[src/rtl/fetch_sequencer.sv]
// Instruction fetch sequencer.
// Fetches a two-byte instruction over a byte-wide memory port: the low byte
// comes from pc and the high byte from pc+1. The assembled word is held for
// decode, and pc_en pulses when decode takes it.
//
// state | meaning
// ------+------------------------------------------------------------
// IDLE  | halted, no fetch in flight
// REQ0  | requesting low byte at pc
// WAIT0 | low byte accepted, waiting for read data
// REQ1  | requesting high byte at pc+1 (wraps at the address width)
// WAIT1 | high byte accepted, waiting for read data
// HOLD  | instruction complete, presented to decode until accepted

module fetch_sequencer #(
    parameter int I_ADDR_W = 12,
    parameter int DATA_W   = 8
) (
    input  logic                  clk,
    input  logic                  rst_n,
    input  logic [I_ADDR_W-1:0]   pc,
    input  logic                  halt,
    output logic                  imem_req,
    output logic [I_ADDR_W-1:0]   imem_addr,
    input  logic                  imem_ready,
    input  logic                  imem_rvalid,
    input  logic [DATA_W-1:0]     imem_rdata,
    output logic [2*DATA_W-1:0]   inst,
    output logic                  inst_valid,
    input  logic                  inst_ready,
    output logic                  pc_en,
    output logic                  busy,
    output logic                  protocol_err
);

    localparam logic [2:0] S_IDLE  = 3'd0;
    localparam logic [2:0] S_REQ0  = 3'd1;
    localparam logic [2:0] S_WAIT0 = 3'd2;
    localparam logic [2:0] S_REQ1  = 3'd3;
    localparam logic [2:0] S_WAIT1 = 3'd4;
    localparam logic [2:0] S_HOLD  = 3'd5;

    logic [2:0] state;
    logic [2:0] state_nxt;
    logic       accepted;
    logic       taken;
    logic       rvalid_expected;

    assign accepted        = imem_req && imem_ready;
    assign taken           = (state == S_HOLD) && inst_ready;
    assign rvalid_expected = (state == S_WAIT0) || (state == S_WAIT1);

    // Next-state selection; halt only gates the start of a new fetch.
    always_comb begin
        state_nxt = state;
        case (state)
            S_IDLE:  if (!halt) state_nxt = S_REQ0;
            S_REQ0:  if (accepted) state_nxt = S_WAIT0;
            S_WAIT0: if (imem_rvalid) state_nxt = S_REQ1;
            S_REQ1:  if (accepted) state_nxt = S_WAIT1;
            S_WAIT1: if (imem_rvalid) state_nxt = S_HOLD;
            S_HOLD:  if (inst_ready) state_nxt = halt ? S_IDLE : S_REQ0;
            default: state_nxt = S_IDLE;
        endcase
    end

    // State register.
    always_ff @(posedge clk or negedge rst_n) begin
        if (!rst_n) begin
            state <= S_IDLE;
        end else begin
            state <= state_nxt;
        end
    end

    // Byte capture into the instruction word; reset drops any partial bytes.
    always_ff @(posedge clk or negedge rst_n) begin
        if (!rst_n) begin
            inst <= '0;
        end else if (imem_rvalid && (state == S_WAIT0)) begin
            inst[DATA_W-1:0] <= imem_rdata;
        end else if (imem_rvalid && (state == S_WAIT1)) begin
            inst[2*DATA_W-1:DATA_W] <= imem_rdata;
        end
    end

    // Sticky flag for read data arriving when no read is outstanding.
    always_ff @(posedge clk or negedge rst_n) begin
        if (!rst_n) begin
            protocol_err <= 1'b0;
        end else if (imem_rvalid && !rvalid_expected) begin
            protocol_err <= 1'b1;
        end
    end

    // Request address follows pc directly; pc only moves on pc_en, so it is
    // stable for the whole fetch and the address holds through a stall.
    always_comb begin
        imem_addr = '0;
        case (state)
            S_REQ0:  imem_addr = pc;
            S_REQ1:  imem_addr = pc + {{(I_ADDR_W-1){1'b0}}, 1'b1};
            default: imem_addr = '0;
        endcase
    end

    assign imem_req   = (state == S_REQ0) || (state == S_REQ1);
    assign inst_valid = (state == S_HOLD);
    assign pc_en      = taken;
    assign busy       = (state != S_IDLE);

endmodule

[config.mk]
export PLATFORM = sky130hd
export DESIGN_NAME = fetch_sequencer
export DESIGN_NICKNAME = d
export VERILOG_FILES = /design/src/rtl/fetch_sequencer.sv
export SDC_FILE = /design/constraint.sdc
export NUM_CORES = 1
export LEC_CHECK = 0
export BUFFER_PORTS_ARGS = -buffer_cell sky130_fd_sc_hd__buf_2
export CAP_MARGIN = 20
export CORE_MARGIN = 2
export CORE_UTILIZATION = 48
export CTS_BUF_LIST = sky130_fd_sc_hd__clkbuf_16
export CTS_CLUSTER_DIAMETER = 120
export DETAILED_ROUTE_END_ITERATION = 8
export GPL_TIMING_DRIVEN = 0
export PLACE_DENSITY = 0.87
export RECOVER_POWER = 50
export SLEW_MARGIN = 20
export SYNTH_ARGS = -nofsm -noshare
export SYNTH_HDL_FRONTEND = slang
export SYNTH_SLANG_ARGS = --single-unit
[constraint.sdc]
create_clock -name clk -period 3.7 [get_ports clk]
set_input_delay 0.74 -clock clk [delete_from_list [all_inputs] [get_ports clk]]
set_output_delay 0.74 -clock clk [all_outputs]
set_load 0.1 [all_outputs]
Word-level counts from Yosys, hierarchy flattened
Cells that the tools add are included.
Operators by class
  equality and inequality tests: 11
  $add $sub $neg: 1
  divide/modulo/power cells: 0
  mux-type cells: 9
  bitwise gates (word level): 1
  multiply operators: 0
  magnitude comparators: 0
  shift operators: 0
  reductions and logical operators: 12
Operator list (number)
  $pmux W12 S2: 1
  $mux W3: 6
  $pmux W3 S6: 1
  $add A12 B1 Y12 const B: 1
  $ne A2 B2 Y1 const B: 5
  $eq A3 B2 Y1 const B: 2
  $eq A3 B3 Y1 const B: 2
  $reduce_and A6 Y1: 1
  $logic_and A1 B1 Y1: 5
  $eq A3 B1 Y1 const B: 1
  $logic_not A3 Y1: 1
  $reduce_bool A3 Y1: 1
  $logic_or A1 B1 Y1: 2
  $ne A2 B1 Y1 const B: 1
  $reduce_and A2 Y1: 1
  $logic_not A1 Y1: 1
  $mux W1: 1
  $not A1 Y1: 1
Storage, ports and cells
  bits in latches: 0
  ROM bits: 0
  input bits: 26
  output and inout port bits: 33
  bits in registers: 20
  bits in writable memories: 0
  word-level logic and storage cells: 38
  memories: 0

Depth between registers and ports, before layout
  depth after elaboration: 5
  gate-level depth with buffers: 5
  gate-level depth less buffers: 4

Worst setup path after synthesis
Ideal clock, no wire load.
  path kind: input -> output
  start point: input port pc[0]
  end point: output port imem_addr[10]
  arrival time: 3.080 ns
  setup slack: -0.120 ns
  cell stages on the path: 4
  buffers on the path: 0
  required time: 2.960 ns
  cells stage by stage: ha_1 > nand4_4 > or4_1 > a21oi_1
Between the ends
  cells in the longest elaborated chain, start to end: 2
RTL lines
  from (decl): line 21  | input logic [I_ADDR_W-1:0] pc,
  $add A12 B1 Y12: line 102  | S_REQ1: imem_addr = pc + {{(I_ADDR_W-1){1'b0}}, 1'b1};
  $pmux W12 S2: line 100  | case (state)
  to (decl): line 24  | output logic [I_ADDR_W-1:0] imem_addr,
No other way between the ends.

Worst setup path in the final report
Ends and elaborated chain as after synthesis.

==> flow_metrics.py <==
metrics = {
    "outcome": {
        "run_status": "finished clean",
    },
    "setup_path": {
        "worst_ep_required_time_ns": 2.96,
        "worst_path_max_delay_cell": "sky130_fd_sc_hd__or4_1",
        "critPathMaxFanout": 7,
        "critical_path.cell_chain": "buf_2 -> ha_1 -> nand4_4 -> or4_1 -> a21oi_2 -> buf_2",
        "critical-path-max-stage-delay_ns": 0.55,
        "critical_path_s_top_delay_family": "simple AND/OR/NAND/NOR gates",
        "setup.worst_path.end_class": "output pin",
        "cell_mode_on_critical_path": "sky130_fd_sc_hd__buf_2",
        "crit_buf_inv": 2,
        "timing.critical_path.arrival_ns": 2.42,
        "setup.worst_path.start_class": "input pin",
        "timing.setup.critical_path_class": "in2out",
    },
    "detailed_routing": {
        "ant_nets": 0,
        "drtIter0Drc": 9,
        "route.detailed.vias_per_inst": 5.29,
        "route.detailed.drc": 0,
        "detail_route.first_pass.iterations": 4,
        "routed_wl_mm": 2.83,
        "num_vias": 1074,
        "routed_wire_length_per_instance_um": 13.9,
    },
    "sta": {
        "setup-tns-final_ns": 0,
        "timing.final.setup_violations": 0,
        "setup_slack_ns": 0.542,
        "drv_slew": 0,
        "setup_repair_after_global_routing_missed_its_margin": "no",
        "clock_skew_ns": 0.00469,
        "fmax_mhz": 317,
        "relSlewSlack_pct": 26.7,
        "tightestPinTransition_ns": 1.09,
        "timing.final.crit_period_ns": 3.16,
        "fin_crit_sh_pct": 85.4,
        "final-hold-violation-count": 0,
    },
    "floorplanning": {
        "fp.dieW_um": 53.4,
        "ioPinCount": 59,
        "die_y_um": 53.4,
        "die_area_um2": 2850,
        "floorplan.initialDensity_pct": 51.9,
        "core_region_area_um2": 2250,
        "row_count": 17,
    },
    "grt": {
        "grt_usage_pct": 21.8,
        "grt_max_degree": 21,
        "grt_overflow": 0,
        "most_crowded_layer_gr": "met2",
        "antenna_found_initial": 0,
        "first_global_vias": 1015,
        "use_met2_pct": 37.2,
        "groute.layer.met1.usage_pct": 27.1,
        "grt_first_pass_wirelength_mm": 4.42,
        "grt_use_met3_pct": 2.26,
    },
    "cts": {
        "cts.sink_count": 20,
        "number_of_buffers_inserted_by_hold_repair_at_cts": 0,
        "cts_max_path_buffers": 2,
        "tritoncts": "yes",
        "post_cts_setup_buffers": 0,
        "numCtsBuffers": 3,
        "cts-resized-gates": 0,
        "htreeDepth": 1,
        "cts.clk_slew.worst_paths_ns": 0.06,
        "cts_root_buf": "sky130_fd_sc_hd__clkbuf_16",
        "worstSkewPairLatency_ns": 0.25,
    },
    "logic_synthesis": {
        "post_synth.cell_area_avg_um2": 10.4,
        "synth_warnings": 0,
        "synth_top_area_share_pct": 42.8,
        "synth-seq-area-share_pct": 42.8,
        "cell_type_with_the_largest_total_area_after_synthesis": "sky130_fd_sc_hd__dfrtp_1",
        "post_synth_net_total": 140,
        "synth.lib_cells_used.distinct": 30,
        "synthesized_flop_and_latch_total": 20,
        "synth_top_cells_by_area": "sky130_fd_sc_hd__dfrtp_1 (43%), sky130_fd_sc_hd__mux2_2 (15%), sky130_fd_sc_hd__a21oi_1 (3.4%)",
        "netlist_area_um2": 1170,
        "count_of_mapped_cells_out_of_synthesis": 113,
    },
    "placement": {
        "dp_hpwl_mm": 2.20,
        "pre_cts_slack_ns": 0.538,
        "gp_congestion": 0.885,
        "count_of_input_and_output_buffers": 58,
    },
    "final_layout": {
        "nNetsFinal": 203,
        "area_growth_syn_to_layout_pct": 36.5,
        "antennaDiodeCount": 0,
        "drive_gt1_share_pct": 49.1,
    },
    "min_path": {
        "hold_path_class": "reg2reg",
    },
    "flow_run": {
        "maxCapViolCount": 0,
    },
}
cells in the mapped netlist:
cell,instances
sky130_fd_sc_hd__nand3_1,2
sky130_fd_sc_hd__and2_1,1
sky130_fd_sc_hd__a21oi_1,8
sky130_fd_sc_hd__nand4_4,1
sky130_fd_sc_hd__nand2_1,9
sky130_fd_sc_hd__and3b_1,2
sky130_fd_sc_hd__or3_2,2
sky130_fd_sc_hd__nor3_4,1
sky130_fd_sc_hd__and3_1,1
sky130_fd_sc_hd__dfrtp_1,20
sky130_fd_sc_hd__a311oi_1,1
sky130_fd_sc_hd__o31ai_1,2
sky130_fd_sc_hd__xnor2_1,4
sky130_fd_sc_hd__or4_1,2
sky130_fd_sc_hd__nand4_1,3
sky130_fd_sc_hd__a32o_1,1
sky130_fd_sc_hd__nor2b_1,1
sky130_fd_sc_hd__nor4_1,2
sky130_fd_sc_hd__or3_1,2
sky130_fd_sc_hd__nand2b_1,6
sky130_fd_sc_hd__mux2_2,16
sky130_fd_sc_hd__inv_1,4
sky130_fd_sc_hd__o21ai_0,4
sky130_fd_sc_hd__xor2_1,2
sky130_fd_sc_hd__clkbuf_1,1
sky130_fd_sc_hd__nor2_1,7
sky130_fd_sc_hd__buf_2,3
sky130_fd_sc_hd__buf_6,1
sky130_fd_sc_hd__ha_1,1
sky130_fd_sc_hd__mux2i_1,3
state kept, by name, indices dropped and copies added, names as in the netlist:
signal,cells
state,3
inst,16
protocol_err,1
path summary, 6_finish.rpt:
kind                                   start            end  slack [ns]  depth (start not counted)
worst max-delay path                   pc[0]  imem_addr[10]        0.54                          6
worst min-delay path            protocol_err   protocol_err        0.47                          1
worst max register to register      state[2]        inst[7]        1.66                          3
worst min register to register  protocol_err   protocol_err        0.47                          1
max in group asynchronous              rst_n       inst[13]        2.44                          1
min in group asynchronous              rst_n        inst[6]        0.64                          1
area by class of cell:
| cell class | count | area, um2 |
|---|---|---|
| Inverter | 4 | 15.0 |
| Timing Repair Buffer | 58 | 289 |
| Buffer | 5 | 20.0 |
| Tap cell | 28 | 35.0 |
| Fill cell | 185 | 658 |
| Multi-Input combinational cell | 84 | 632 |
| Clock inverter | 1 | 30.0 |
| Sequential cell | 20 | 500 |
| Clock buffer | 3 | 75.1 |
per-layer routing:
metal,part of all wire (%),wire length [um]
met5,0,0
met4,1.6,44
met3,5.8,164
met2,50,1420
met1,42,1200
cell usage in the layout (no fill, tap or decap), types with 2 or more instances in the layout:
| master | count |
|---|---|
| sky130_fd_sc_hd__clkbuf_1 | 5 |
| sky130_fd_sc_hd__o21ai_0 | 4 |
| sky130_fd_sc_hd__nand4_1 | 3 |
| sky130_fd_sc_hd__xnor2_1 | 4 |
| sky130_fd_sc_hd__or3_2 | 2 |
| sky130_fd_sc_hd__or3_1 | 2 |
| sky130_fd_sc_hd__a21oi_2 | 3 |
| sky130_fd_sc_hd__xor2_1 | 2 |
| sky130_fd_sc_hd__mux2i_2 | 2 |
| sky130_fd_sc_hd__o31ai_1 | 2 |
| sky130_fd_sc_hd__a21oi_1 | 5 |
| sky130_fd_sc_hd__inv_1 | 4 |
| sky130_fd_sc_hd__dfrtp_1 | 20 |
| sky130_fd_sc_hd__nand2_1 | 9 |
| sky130_fd_sc_hd__nor2_1 | 7 |
| sky130_fd_sc_hd__nand2b_1 | 6 |
| sky130_fd_sc_hd__mux2_2 | 16 |
| sky130_fd_sc_hd__or4_1 | 2 |
| sky130_fd_sc_hd__buf_2 | 58 |
| sky130_fd_sc_hd__nor4_1 | 2 |
| sky130_fd_sc_hd__and3b_1 | 2 |
| sky130_fd_sc_hd__clkbuf_16 | 3 |
| sky130_fd_sc_hd__nand3_1 | 2 |
kinds of logic after synthesis:
family          share of synthesized area, %
simple gates                            21.8
flops                                   42.8
mux                                     18.0
compound gates                          8.02
buf+inv                                 3.85
xor+xnor                                4.49
fa+ha+maj                               1.07
worst reg2reg max path, delay by kind of cell, from the launching register on:
family	cells	cell delay, ns
AND/OR/NAND/NOR	1	0.92
multiplexers	1	0.43
flip-flops	1	0.38
buffers and inverters	1	0.21
stage by stage:
step,utilization [%],cell area [um2],cells,hold WS (ns)
detailed placement,67.1,1510,199,0.452
finish,70.8,1600,203,0.465
CTS,71.8,1620,203,0.425
global placement,67.1,1510,199,0.449
global route,70.8,1600,203,0.494
floorplan,-,1190,113,0.444
Power is not shown: default switching activity piles up to over one toggle a cycle in this logic, so the estimate is an artifact.
